### src/rtl/parity_serial_tx_if.sv
// parity_serial_tx_if: byte handshake and serial-line signals of parity_serial_tx.
// master: upstream producer / line observer; slave: the transmitter itself.
interface parity_serial_tx_if;
  logic       in_valid;
  logic [7:0] in_data;
  logic       in_ready;
  logic       tx;
  logic       busy;
  logic       done;

  modport master (
    output in_valid,
    output in_data,
    input  in_ready,
    input  tx,
    input  busy,
    input  done
  );

  modport slave (
    input  in_valid,
    input  in_data,
    output in_ready,
    output tx,
    output busy,
    output done
  );
endinterface

### src/rtl/parity_serial_tx.sv
// parity_serial_tx: accepts a byte on a valid/ready handshake and shifts out
// start, 8 data bits (LSB first), even parity and stop on a registered line.
// Optional feature macro: PARITY_SERIAL_TX_PARITY_EN (defined -> parity bit
// sent, 11-bit frames; undefined -> no parity logic, 10-bit frames).
module parity_serial_tx #(
  parameter int unsigned CLKS_PER_BIT = 4
) (
  input  logic              clk,
  input  logic              areset,
  parity_serial_tx_if.slave bus
);

  localparam int unsigned CW = (CLKS_PER_BIT > 1) ? $clog2(CLKS_PER_BIT) : 1;
  localparam logic [CW-1:0] BAUD_LAST = CW'(CLKS_PER_BIT - 1);

  typedef enum logic [2:0] {
    IDLE,
    START,
    DATA,
`ifdef PARITY_SERIAL_TX_PARITY_EN
    PARITY,
`endif
    STOP
  } state_e;

  state_e         state_q, state_d;
  logic [CW-1:0]  baud_q,  baud_d;
  logic [2:0]     bit_q,   bit_d;
  logic [7:0]     shift_q, shift_d;
  logic           tx_q,    tx_d;
  logic           done_q,  done_d;
  logic           baud_tc;
`ifdef PARITY_SERIAL_TX_PARITY_EN
  logic           parity_q, parity_d;
`endif

  assign baud_tc = (baud_q == BAUD_LAST);

  // State register and datapath registers; async reset returns the idle line.
  always_ff @(posedge clk or posedge areset) begin
    if (areset) begin
      state_q  <= IDLE;
      baud_q   <= '0;
      bit_q    <= '0;
      shift_q  <= '0;
      tx_q     <= 1'b1;
      done_q   <= 1'b0;
`ifdef PARITY_SERIAL_TX_PARITY_EN
      parity_q <= 1'b0;
`endif
    end else begin
      state_q  <= state_d;
      baud_q   <= baud_d;
      bit_q    <= bit_d;
      shift_q  <= shift_d;
      tx_q     <= tx_d;
      done_q   <= done_d;
`ifdef PARITY_SERIAL_TX_PARITY_EN
      parity_q <= parity_d;
`endif
    end
  end

  // Next-state, baud/bit counting, shifting and the next line level.
  always_comb begin
    state_d  = state_q;
    baud_d   = baud_q;
    bit_d    = bit_q;
    shift_d  = shift_q;
    done_d   = 1'b0;
    tx_d     = 1'b1;
`ifdef PARITY_SERIAL_TX_PARITY_EN
    parity_d = parity_q;
`endif

    // Every bit period ends on the terminal count, so wrapping here also
    // zeroes the counter on each state change.
    if (state_q != IDLE) begin
      baud_d = baud_tc ? '0 : baud_q + CW'(1);
    end

    case (state_q)
      IDLE: begin
        if (bus.in_valid) begin
          state_d  = START;
          shift_d  = bus.in_data;
          baud_d   = '0;
          bit_d    = '0;
`ifdef PARITY_SERIAL_TX_PARITY_EN
          parity_d = ^bus.in_data;
`endif
        end
      end
      START: begin
        if (baud_tc) state_d = DATA;
      end
      DATA: begin
        if (baud_tc) begin
          // 3-bit counter wraps back to 0 after bit 7.
          shift_d = {1'b0, shift_q[7:1]};
          bit_d   = bit_q + 3'd1;
          if (bit_q == 3'd7) begin
`ifdef PARITY_SERIAL_TX_PARITY_EN
            state_d = PARITY;
`else
            state_d = STOP;
`endif
          end
        end
      end
`ifdef PARITY_SERIAL_TX_PARITY_EN
      PARITY: begin
        if (baud_tc) state_d = STOP;
      end
`endif
      STOP: begin
        if (baud_tc) begin
          state_d = IDLE;
          done_d  = 1'b1;
        end
      end
      default: begin
        state_d = IDLE;
      end
    endcase

    // Line level is decoded from the next state so the registered tx
    // changes on the same edge as the state, keeping tx glitch-free.
    case (state_d)
      START:   tx_d = 1'b0;
      DATA:    tx_d = shift_d[0];
`ifdef PARITY_SERIAL_TX_PARITY_EN
      PARITY:  tx_d = parity_d;
`endif
      default: tx_d = 1'b1;
    endcase
  end

  assign bus.in_ready = (state_q == IDLE);
  assign bus.busy     = (state_q != IDLE);
  assign bus.tx       = tx_q;
  assign bus.done     = done_q;

endmodule
### src/flat_wrapper.sv
// flat-port wrapper written by rule: the top's interface ports become plain ports
module parity_serial_tx_flat 
#(
  parameter int unsigned CLKS_PER_BIT = 4
)
  (clk, areset, bus_in_valid, bus_in_data, bus_in_ready, bus_tx, bus_busy, bus_done);
  parity_serial_tx_if bus_i ();
  input  logic clk;
  input  logic areset;
  input wire logic [$bits(bus_i.in_valid)-1:0] bus_in_valid;
  input wire logic [$bits(bus_i.in_data)-1:0] bus_in_data;
  output wire logic [$bits(bus_i.in_ready)-1:0] bus_in_ready;
  output wire logic [$bits(bus_i.tx)-1:0] bus_tx;
  output wire logic [$bits(bus_i.busy)-1:0] bus_busy;
  output wire logic [$bits(bus_i.done)-1:0] bus_done;
  assign bus_i.in_valid = bus_in_valid;
  assign bus_i.in_data = bus_in_data;
  assign bus_in_ready = bus_i.in_ready;
  assign bus_tx = bus_i.tx;
  assign bus_busy = bus_i.busy;
  assign bus_done = bus_i.done;
  parity_serial_tx #(.CLKS_PER_BIT(CLKS_PER_BIT)) u_core (.clk(clk), .areset(areset), .bus(bus_i));
endmodule
### config.mk
export PLATFORM = sky130hd
export DESIGN_NAME = parity_serial_tx_flat
export DESIGN_NICKNAME = d
export VERILOG_FILES = /design/src/rtl/parity_serial_tx_if.sv /design/src/rtl/parity_serial_tx.sv /design/src/flat_wrapper.sv
export SDC_FILE = /design/constraint.sdc
export NUM_CORES = 1
export LEC_CHECK = 0
export ABC_AREA = 1
export CAP_MARGIN = 20
export CORE_MARGIN = 2
export CORE_UTILIZATION = 44
export DETAILED_ROUTE_END_ITERATION = 12
export HOLD_SLACK_MARGIN = 0.03
export PLACE_DENSITY_LB_ADDON = 0.2
export SYNTH_ARGS = -nofsm -noshare
export SYNTH_HDL_FRONTEND = slang
export SYNTH_SLANG_ARGS = --single-unit
### constraint.sdc
create_clock -name clk -period 1.5 [get_ports clk]
set_input_delay 0.225 -clock clk [delete_from_list [all_inputs] [get_ports clk]]
set_output_delay 0.225 -clock clk [all_outputs]
set_load 0.02 [all_outputs]
==> impl_results.md, run 1 <==
- Run status: finished clean
- Initial core utilization: 47.8%
- Row cnt: 16
- Internal: 0.00102 W
- Worst Slack Setup Final: 0.115 ns
- Hold-fix buffers at CTS: 0
- RR Endpoint: u_core.shift_q[5]
- Sw Share: 35.7%
- Clk_skew: 0.00662 ns
- Root buffer cell: clkbuf_4
- DR pass1 iterations: 4
- Drt total wl: 1910 microns
- Worst R2R Path Depth: 9
- Vias per cell: 4.92
- Share of cells above drive strength 1: 32.6%
- Crit path launch type: flop
- Comb pwr share: 35.9%
- Switching power: 0.000563 W
- Syn avg cell area: 9.10 sq um
- I/O pin count: 15
- Fin crit share: 92.3%
- Routed WL per cell: 12.0 microns
- Worst EP arrival: 1.16 ns
- Clock-pin slew on the worst setup and hold paths: 0.11 ns
- RSZ-0062 raised after global routing: false
- Worst endpoint required time: 1.27 ns
- Number of global-route vias before repair: 790
- Post-layout nets: 147
- Cell Area, Synth: 956 sq um
- Power Dens Cells: 1290 nW/um^2
- Remaining Overflow, GRT: 0
- Critical path, cell by cell: dlygate4sd2_1
- CP max stage delay: 0.54 ns
- Die height: 50.6 microns
- Routability cong.: 0.846
- Min cycle time layout: 1.38 ns
- Max IR drop VDD: 0.000603 V
- Kind of end point of the critical path: output port
- Syn_nets: 119
- Filler Cell Count: 182
- Leak: 0.669 nW
- Postcts setup bufs: 0
- Max-Cap Viols: 0
- Detail Placement HPWL: 1490 microns
- CTS max path bufs: 2
- Flop pwr share: 44.6%
- Port Buffers: 14
- Worst Hold Class: input pin to async pin
- Pin count of the biggest net entering global routing: 11
- Worst path bufs/invs: 1
- Yosys Warn Count: 0
- Post-synthesis register bit count: 18
- Sequential area share after synthesis: 47.3%
- Post-CTS Resized: 4
- Cts bufs inserted: 3
- Worst Setup Path Type: flop to output port
- R2r startpoint: u_core.state_q[0]
- Die area: 2560 sq um
- Synthesis-to-finish area growth: 28.4%
- ANT cells: 0
- Syn Inst Count: 105
- Endpoints failing setup: 0
- Final setup TNS: 0 ns
- CTS Sinks: 18
- Routed vias: 783
- DRC Markers: 0
- Clk pwr share: 19.5%
- Antenna violations before repair: 0
- Count of final hold-check violations: 0
- Slowest cell on the critical path: dfstp_2
- CTS tree: yes
- Skew-Pair Late Insertion Delay: 0.31 ns
- Dpl ws: 0.0462 ns
- Synth cell types: 24
- Crit-path leading delay family: flip-flops
- Total core area: 2000 sq um
- Die width: 50.6 microns
- Min Hold Slack: 0.151 ns
- Overall Global Routing Usage: 17.7%
- H-tree levels: 1
- Final Max Tran Viols: 0
- Detail Route Antenna Nets: 0
- Worst-path maximum fanout: 1
- Fmax: 0.722 GHz
- First-pass GRT wire length: 3340 microns
- R2R Setup Slk: 0.14 ns
- Initial DRC Count: 15
cells in the mapped netlist:
cell type | count | area share [%]
inv_6 | 1 | 0.92
buf_4 | 1 | 0.79
nand2_4 | 2 | 2.4
o22ai_1 | 1 | 0.65
dfstp_2 | 1 | 2.7
inv_1 | 6 | 2.4
nand4_1 | 2 | 1.3
o21ai_0 | 3 | 1.6
nand3_2 | 7 | 7.3
o21ai_1 | 1 | 0.52
nor3_1 | 1 | 0.52
conb_1 | 1 | 0.39
dfrtp_1 | 17 | 45
nand3_1 | 13 | 6.8
nand2_2 | 8 | 5.2
nor2_4 | 1 | 1.2
nand2_1 | 24 | 9.4
nor2_8 | 1 | 2.1
nor2_1 | 4 | 1.6
ha_1 | 3 | 3.9
o21a_1 | 1 | 0.79
a21oi_1 | 1 | 0.52
inv_2 | 4 | 1.6
o21ai_2 | 1 | 0.92
per-layer routing:
layer	global-route usage, %	wire length (microns)	share of wire (%)
met4	8.11	44	2.3
met3	2.98	76	4.0
met1	21.3	794	42
met2	30.7	992	52
met5	0	0	0
state kept, by name (all words and copies together), names as in the netlist:
name,flops
u_core.bit_q,3
u_core.bus.tx,1
u_core.bus.done,1
u_core.baud_q,2
u_core.state_q,3
u_core.shift_q,8
through the flow:
stage	std cells	area (sq um)	total power, W	util (%)
final	159	1230	0.00158	61.3
after detailed placement	155	1200	0.00130	59.8
after global routing	159	1230	0.00170	61.3
after floorplan	105	956	0.00108	-
after CTS	159	1230	0.00159	61.5
after global placement	155	1200	0.00127	59.8
cell usage in the layout (no fill, tap or decap), types with 2 or more instances in the layout:
| master | n |
|---|---|
| nand2_4 | 2 |
| nor2_1 | 4 |
| dfrtp_1 | 17 |
| o21ai_0 | 3 |
| nand2_1 | 24 |
| clkdlybuf4s50_1 | 10 |
| ha_1 | 2 |
| nand2_2 | 8 |
| inv_1 | 6 |
| inv_2 | 4 |
| buf_4 | 10 |
| nand3_1 | 13 |
| clkbuf_4 | 3 |
| nand3_2 | 7 |
| nand4_1 | 2 |
| clkbuf_2 | 2 |
power groups by stage:
stage,clock network [W],logic [W],registers [W]
3_3_place_gp,0,0.000563,0.000710
3_5_place_dp,0,0.000580,0.000715
4_1_cts,0.000313,0.000572,0.000705
5_1_grt,0.000342,0.000637,0.000719
6_report,0.000308,0.000567,0.000704
2_1_floorplan,0,0.000370,0.000714
worst max-delay path by stage:
stage / startpoint / endpoint / slack (ns) / cells past startpoint
floorplan: u_core.baud_q[0] / u_core.bus.tx / 0.23 / 7
detailed placement: u_core.state_q[0] / bus_in_ready / 0.05 / 4
CTS: u_core.state_q[0] / bus_in_ready / 0.0007 / 4
global route: u_core.state_q[0] / u_core.shift_q[1] / 0.05 / 9
global placement: u_core.state_q[0] / bus_in_ready / 0.07 / 4
finish: u_core.bus.tx / bus_tx / 0.12 / 1
cells by family (layout without fill, tap and decap cells):
kind of cell               count (synthesis)  after routing  synth area share (%)
adders and majority gates                  3              3                  3.93
AOI/OAI and AO/OA                          8              8                  4.97
other                                      1              1                 0.392
and+or+nand+nor                           63             63                  37.8
buffers and inverters                     12             39                  5.63
DFF                                       18             18                  47.3
area by class of cell:
class	count	area [sq um]	area share [%]
Tap cell	27	33.8	2.75
Clock buffer	4	36.3	2.96
Timing Repair Buffer	24	206	16.8
Sequential cell	18	452	36.8
Multi-Input combinational cell	75	453	36.9
Inverter	11	46.3	3.77
(Power assumes the default switching activity.)
==> run 2: changes to the inputs <==
--- a/config.mk
+++ b/config.mk
@@ -7,9 +7,9 @@
 export LEC_CHECK = 0
 export ABC_AREA = 1
 export CAP_MARGIN = 20
-export CORE_MARGIN = 2
 export CORE_UTILIZATION = 44
 export DETAILED_ROUTE_END_ITERATION = 12
+export GPL_ROUTABILITY_DRIVEN = 0
 export HOLD_SLACK_MARGIN = 0.03
 export PLACE_DENSITY_LB_ADDON = 0.2
 export SYNTH_ARGS = -nofsm -noshare
==> run 2 against run 1 <==
Effect of this change: clock power increased by 1%; cell area rose by 0.82%; global-route usage up 0.51 points; combinational power increased by 3%; first-iteration DRC count decreased by 40%; clock skew is essentially flat; sequential cell count is the same; highest routed layer is now met3; via count increased by 1.3%; fmax decreased by 0.33%; non-clock buffer count unchanged.
==> impl_results.md, run 2 (synthesis results as in run 1) <==
- Run status: finished clean
- Crit path launch type: flop
- RSZ-0062 raised after global routing: false
- Port Buffers: 14 (unchanged)
- Detail Placement HPWL: 1460 microns (-2.3%)
- First-pass GRT wire length: 3280 microns (-1.6%)
- Vias per cell: 4.99 (+1.3%)
- H-tree levels: 1 (unchanged)
- Biggest regs: u_core.shift_q (8), u_core.bit_q (3), u_core.state_q (3)
- Pin count of the biggest net entering global routing: 11 (unchanged)
- Die area: 2360 sq um (-7.7%)
- Routed WL per cell: 11.7 microns (-2.0%)
- Worst path bufs/invs: 1 (unchanged)
- Routed vias: 793 (+1.3%)
- Max IR drop VDD: 0.000757 V (+26%)
- Power Dens Cells: 1300 nW/um^2 (+1.3%)
- Worst Setup Path Type: flop to output port
- Leak: 0.671 nW (+0.23%)
- CTS tree: yes
- Worst endpoint required time: 1.27 ns (about the same)
- Largest register FFs: 8 (unchanged)
- Die height: 48.6 microns (-4.0%)
- Slowest cell on the critical path: dfstp_2
- Sequential cell area: 452 sq um (unchanged)
- Biggest register: u_core.shift_q
- Root buffer cell: clkbuf_4
- Postcts setup bufs: 0 (unchanged)
- Drt total wl: 1870 microns (-2.0%)
- I/O pin count: 15 (unchanged)
- Endpoints failing setup: 0 (unchanged)
- Worst EP arrival: 1.16 ns (about the same)
- CP max stage delay: 0.54 ns (about the same)
- Multi-input logic area: 463 sq um (+2.2%)
- Placed Area: 1200 sq um (unchanged)
- Final Max Tran Viols: 0 (unchanged)
- Row cnt: 16 (unchanged)
- Worst Hold Class: input pin to async pin
- Critical path, cell by cell: dlygate4sd2_1
- Final core occ: 61.8% (+0.50 points)
- Final setup TNS: 0 ns (unchanged)
- Min cycle time layout: 1.39 ns (+0.00457 ns)
- ANT cells: 0 (unchanged)
- Filler Cell Count: 171 (-6.0%)
- Fin crit share: 92.6% (+0.30 points)
- Detail Route Antenna Nets: 0 (unchanged)
- Synthesis-to-finish area growth: 29.5%
- Overall Global Routing Usage: 18.2% (+0.51 points)
- CTS Sinks: 18 (unchanged)
- Number of global-route vias before repair: 807 (+2.2%)
- Count of final hold-check violations: 0 (unchanged)
- Crit-path leading delay family: flip-flops
- CTS max path bufs: 2 (unchanged)
- Max-Cap Viols: 0 (unchanged)
- Remaining Overflow, GRT: 0 (unchanged)
- Die width: 48.6 microns (-4.0%)
- Clock-pin slew on the worst setup and hold paths: 0.11 ns (about the same)
- DR pass1 iterations: 5 (+1)
- Fmax: 0.720 GHz (-0.33%)
- Post-layout nets: 147 (unchanged)
- Clk_skew: 0.00672 ns (+0.000102 ns)
- DRC Markers: 0 (unchanged)
- Antenna violations before repair: 0 (unchanged)
- Most frequent cells in the layout: 24 x nand2_1, 17 x dfrtp_1, 13 x nand3_1
- Total core area: 2000 sq um (unchanged)
- Initial core utilization: 47.8% (unchanged)
- Initial DRC Count: 9 (-6)
- Post-Layout Inst Area: 1240 sq um (+0.82%)
- Worst-path maximum fanout: 1 (unchanged)
- Kind of end point of the critical path: output port
- Cts bufs inserted: 3 (unchanged)
- Share of cells above drive strength 1: 32.6% (unchanged)
- Skew-Pair Late Insertion Delay: 0.30 ns (about the same)
- Most common cell after layout, fill and taps aside: nand2_1
-- run 2: cell types whose count changed in the layout (fill, tap and decap cells not counted) --
cell / change
clkbuf_2: -1
ha_4: +1
ha_2: -1
buf_2: +1
-- run 2: where the power goes --
group | switching [W] | leakage (nW) | internal, W
registers | 0.000100 | 0.228 | 0.000618
logic | 0.000316 | 0.422 | 0.000266
clock network | 0.000164 | 0.0210 | 0.000148
-- run 2: final cells by class --
| type | count | area share [%] |
|---|---|---|
| flip-flops and latches | 18 | 36.5 |
| clock buffers | 4 | 2.93 |
| repair buffers | 24 | 16.7 |
| inverters | 11 | 3.74 |
| well taps | 27 | 2.73 |
| multi-input cells | 75 | 37.4 |
-- run 2: path summary, 6_finish.rpt --
kind                                        start           endpoint  slack [ns]  cells past startpoint
min in group clk                   bus_in_data[7]  u_core.shift_q[7]        0.47                      3
max in group asynchronous                  areset      u_core.bus.tx        0.89                      3
worst min-delay path                       areset    u_core.bit_q[0]        0.14                      2
worst min register to register  u_core.shift_q[7]  u_core.shift_q[7]        0.49                      2
worst max register to register  u_core.state_q[0]  u_core.shift_q[1]        0.14                      9
worst max-delay path                u_core.bus.tx             bus_tx        0.11                      1
-- run 2: repair_timing --
action | CTS | global route
endpoints found under the setup margin | 4 | 4
resized for setup | 6 | 5
cloned | 0 | 0
hold buffers | 0 | 0
-- run 2: per-stage QoR --
stage	std cells	worst slack, ns	hold slack (ns)	power, W
6_report	159	0.111	0.140	0.00161
5_1_grt	159	0.0518	0.170	0.00172
4_1_cts	159	0.00836	0.148	0.00160
3_5_place_dp	155	0.0132	0.462	0.00130
3_3_place_gp	155	0.0699	0.460	0.00127
2_1_floorplan	105	0.230	0.163	0.00108
-- run 2: routing by layer --
metal | routed length (microns) | vias up | track usage [%]
li1 | - | 395 | -
met1 | 807 | 370 | 20.5
met5 | 0 | - | 0
met4 | 0 | 0 | 5.88
met2 | 976 | 28 | 33.8
met3 | 84 | 0 | 3.77
==> run 3: changes to the inputs <==
--- a/config.mk
+++ b/config.mk
@@ -5,7 +5,7 @@
 export SDC_FILE = /design/constraint.sdc
 export NUM_CORES = 1
 export LEC_CHECK = 0
-export ABC_AREA = 1
+export ABC_AREA = 0
 export CAP_MARGIN = 20
 export CORE_UTILIZATION = 44
 export DETAILED_ROUTE_END_ITERATION = 12
==> run 3 against run 2 <==
Effect of this change: via count is 2.9% higher; core utilization is 3.0 points higher; global-route usage is 2.0 points higher; critical path type is now flop to flop; hold slack better by 0.11 ns; sequential share of layout area is 1.2 points lower; register-to-register slack worse by 0.13 ns.
==> impl_results.md, run 3 <==
- Yosys top cell by area: dfrtp_1
- Skew-Pair Late Insertion Delay: 0.29 ns (about the same)
- FFs w/ async S/R, synth: 100% (unchanged)
- Crit path launch type: flop
- Drt total wl: 2080 microns (+11%)
- Yosys Warn Count: 0 (unchanged)
- Min cycle time layout: 1.49 ns (+0.0977 ns)
- Top cells by count, synth: 17 x dfrtp_1, 13 x nand2_1, 13 x nand3_1
- Overall Global Routing Usage: 20.2% (+2.0 points)
- Run status: finished clean
- Endpoints failing setup: 0 (unchanged)
- Synth top area share: 45.4% (+0.89 points)
- RR Endpoint: u_core.bus.tx
- Detail Route Antenna Nets: 0 (unchanged)
- First-pass GRT wire length: 3180 microns (-3.2%)
- DRC Markers: 0 (unchanged)
- Worst endpoint required time: 1.72 ns (+0.45 ns)
- Number of global-route vias before repair: 680 (-16%)
- Die width: 48.2 microns (-0.95%)
- Share of cells above drive strength 1: 31.7% (-0.91 points)
- Busiest grt layer: met2
- Worst Hold Class: input pin to async pin
- Final Max Tran Viols: 0 (unchanged)
- Antenna violations before repair: 0 (unchanged)
- Post-synthesis register bit count: 18 (unchanged)
- Row cnt: 16 (unchanged)
- Largest register FFs: 8 (unchanged)
- Met2 Use GR: 32.5% (-1.3 points)
- Clock-pin slew on the worst setup and hold paths: 0.11 ns (about the same)
- Port Buffers: 14 (unchanged)
- DR pass1 iterations: 5 (unchanged)
- Sequential area share after synthesis: 48.2% (+0.95 points)
- Biggest regs: u_core.shift_q (8), u_core.bit_q (3), u_core.state_q (3)
- Worst Slack Setup Final: 0.0130 ns (-0.0977 ns)
- Syn Inst Count: 90 (-14%)
- Cell Area, Synth: 937 sq um (-2.0%)
- Routed vias: 816 (+2.9%)
- Initial DRC Count: 25 (+16)
- Syn_nets: 104 (-13%)
- CTS Sinks: 18 (unchanged)
- Routed WL per cell: 14.1 microns (+20%)
- Slowest cell on the critical path: or4b_4
- CTS tree: yes
- Synthesis-to-finish area growth: 37.1%
- Power Dens Cells: 1080 nW/um^2 (-17%)
- Max IR drop VDD: 0.000745 V (-1.6%)
- Vias per cell: 5.55 (+11%)
- Kind of end point of the critical path: flop
- Synth area leaders: dfrtp_1 45%, nand3_1 6.9%, nand2_1 5.2%, a22oi_1 4.8%, ha_1 4.0%
- R2r startpoint: u_core.state_q[0]
- Die area: 2320 sq um (-1.9%)
- R2R Setup Slk: 0.01 ns (-0.13 ns)
- Post-synth EDFFs: 0 (unchanged)
- Post-layout nets: 135 (-8.2%)
- Crit path launch: u_core.state_q[0]
- Primary FF master, synth: dfrtp_1
- Most frequent cells in the layout: 15 x buf_4, 15 x dfrtp_1, 13 x nand2_1
- I/O pin count: 15 (unchanged)
- ANT cells: 0 (unchanged)
- Leak: 0.628 nW (-6.4%)
- Worst R2R Path Depth: 4 (-5)
- RSZ-0062 raised after global routing: true
- Synth cell types: 31 (+29%)
- Initial core utilization: 47.3% (-0.46 points)
- Biggest register: u_core.shift_q
- Worst EP arrival: 1.71 ns (+0.55 ns)
- Dpl ws: -0.101 ns (-0.114 ns)
- Cts bufs inserted: 3 (unchanged)
- Count of final hold-check violations: 0 (unchanged)
- Fmax: 0.672 GHz (-6.6%)
- Clk_skew: 0.00125 ns (-0.00547 ns)
- H-tree levels: 1 (unchanged)
- Syn avg cell area: 10.4 sq um (+14%)
- Root buffer cell: clkbuf_4
- Critical path, cell by cell: buf_6 > or4b_4 > nand3_2 > a41oi_2
- CP endpoint: u_core.bus.tx
- GRT met3 Usage: 3.33% (-0.44 points)
- Met1 Use GR: 26.9% (+6.3 points)
- CTS max path bufs: 2 (unchanged)
- CP max stage delay: 0.60 ns (+0.06 ns)
- Pin count of the biggest net entering global routing: 19 (+8)
- Fin crit share: 99.1% (+6.5 points)
- Die height: 48.2 microns (-0.95%)
- Max-Cap Viols: 0 (unchanged)
- Remaining Overflow, GRT: 0 (unchanged)
- Worst Setup Path Type: flop to flop
- Hold-fix buffers at CTS: 0 (unchanged)
- Min Hold Slack: 0.251 ns (+0.111 ns)
- Count leader, synth: dfrtp_1
- Total core area: 1980 sq um (-1.0%)
- Worst-path maximum fanout: 6 (+5)
- Detail Placement HPWL: 1300 microns (-11%)
-- run 3: what timing repair did --
item / CTS / global route
buffers inserted: 5 / 1
endpoints found under the setup margin: 3 / 15
pin swaps: 3 / 4
resized for setup: 12 / 9
gates cloned: 0 / 1
-- run 3: worst min-delay path by stage --
stage	startpoint	end	slack, ns
4_1_cts	areset	u_core.state_q[2]	0.26
5_1_grt	areset	u_core.shift_q[0]	0.30
3_5_place_dp	u_core.shift_q[3]	u_core.shift_q[3]	0.49
6_report	areset	u_core.shift_q[6]	0.25
2_1_floorplan	areset	u_core.baud_q[0]	0.16
3_3_place_gp	u_core.bit_q[1]	u_core.bit_q[1]	0.48
-- run 3: per-stage QoR --
stage               utilization [%]  power [W]  cell area [sq um]  TNS (ns)  std cells
floorplan                         -   0.000900                943         0         90
global placement               58.3    0.00103               1150    -0.465        136
detailed placement             58.3    0.00104               1150    -0.603        136
CTS                            62.9    0.00137               1250   -0.0149        145
global route                   64.8    0.00148               1280   -0.0210        147
finish                         64.8    0.00139               1280         0        147
-- run 3: power by group --
part,total [W],switching [W],internal [W]
clock network,0.000308,0.000160,0.000148
registers,0.000656,0.0000657,0.000591
logic,0.000427,0.000214,0.000213
total,0.00139,0.000439,0.000951
-- run 3: area by class of cell --
| cell class | count | area, sq um |
|---|---|---|
| Clock buffer | 4 | 36.3 |
| Fill cell | 163 | 697 |
| Tap cell | 27 | 33.8 |
| Sequential cell | 18 | 454 |
| Inverter | 4 | 15.0 |
| Timing Repair Buffer | 32 | 278 |
| Multi-Input combinational cell | 62 | 468 |
-- run 3: cells by family (layout without fill, tap and decap cells) --
| family | Yosys count | count (layout) | share of synthesized area, % |
|---|---|---|---|
| AOI/OAI and AO/OA | 17 | 17 | 14.0 |
| other | 1 | 1 | 0.400 |
| buffers and inverters | 11 | 40 | 7.21 |
| DFF | 18 | 18 | 48.2 |
| adders and majority gates | 3 | 3 | 4.01 |
| and+or+nand+nor | 40 | 41 | 26.2 |
-- run 3: worst max-delay path: cells and delay by family, from the launching register on --
kind / cells / cell delay, ns
simple gates: 2 / 0.72
flops: 1 / 0.46
buf+inv: 1 / 0.14
compound gates: 1 / 0.10
-- run 3: metal layers --
metal  vias to the layer above  part of all wire [%]  wire (microns)
met2                        21                    51            1070
met5                         -                     0               0
li1                        386                     -               -
met3                         4                   3.9              80
met1                       405                    43             900
met4                         0                   1.3              27
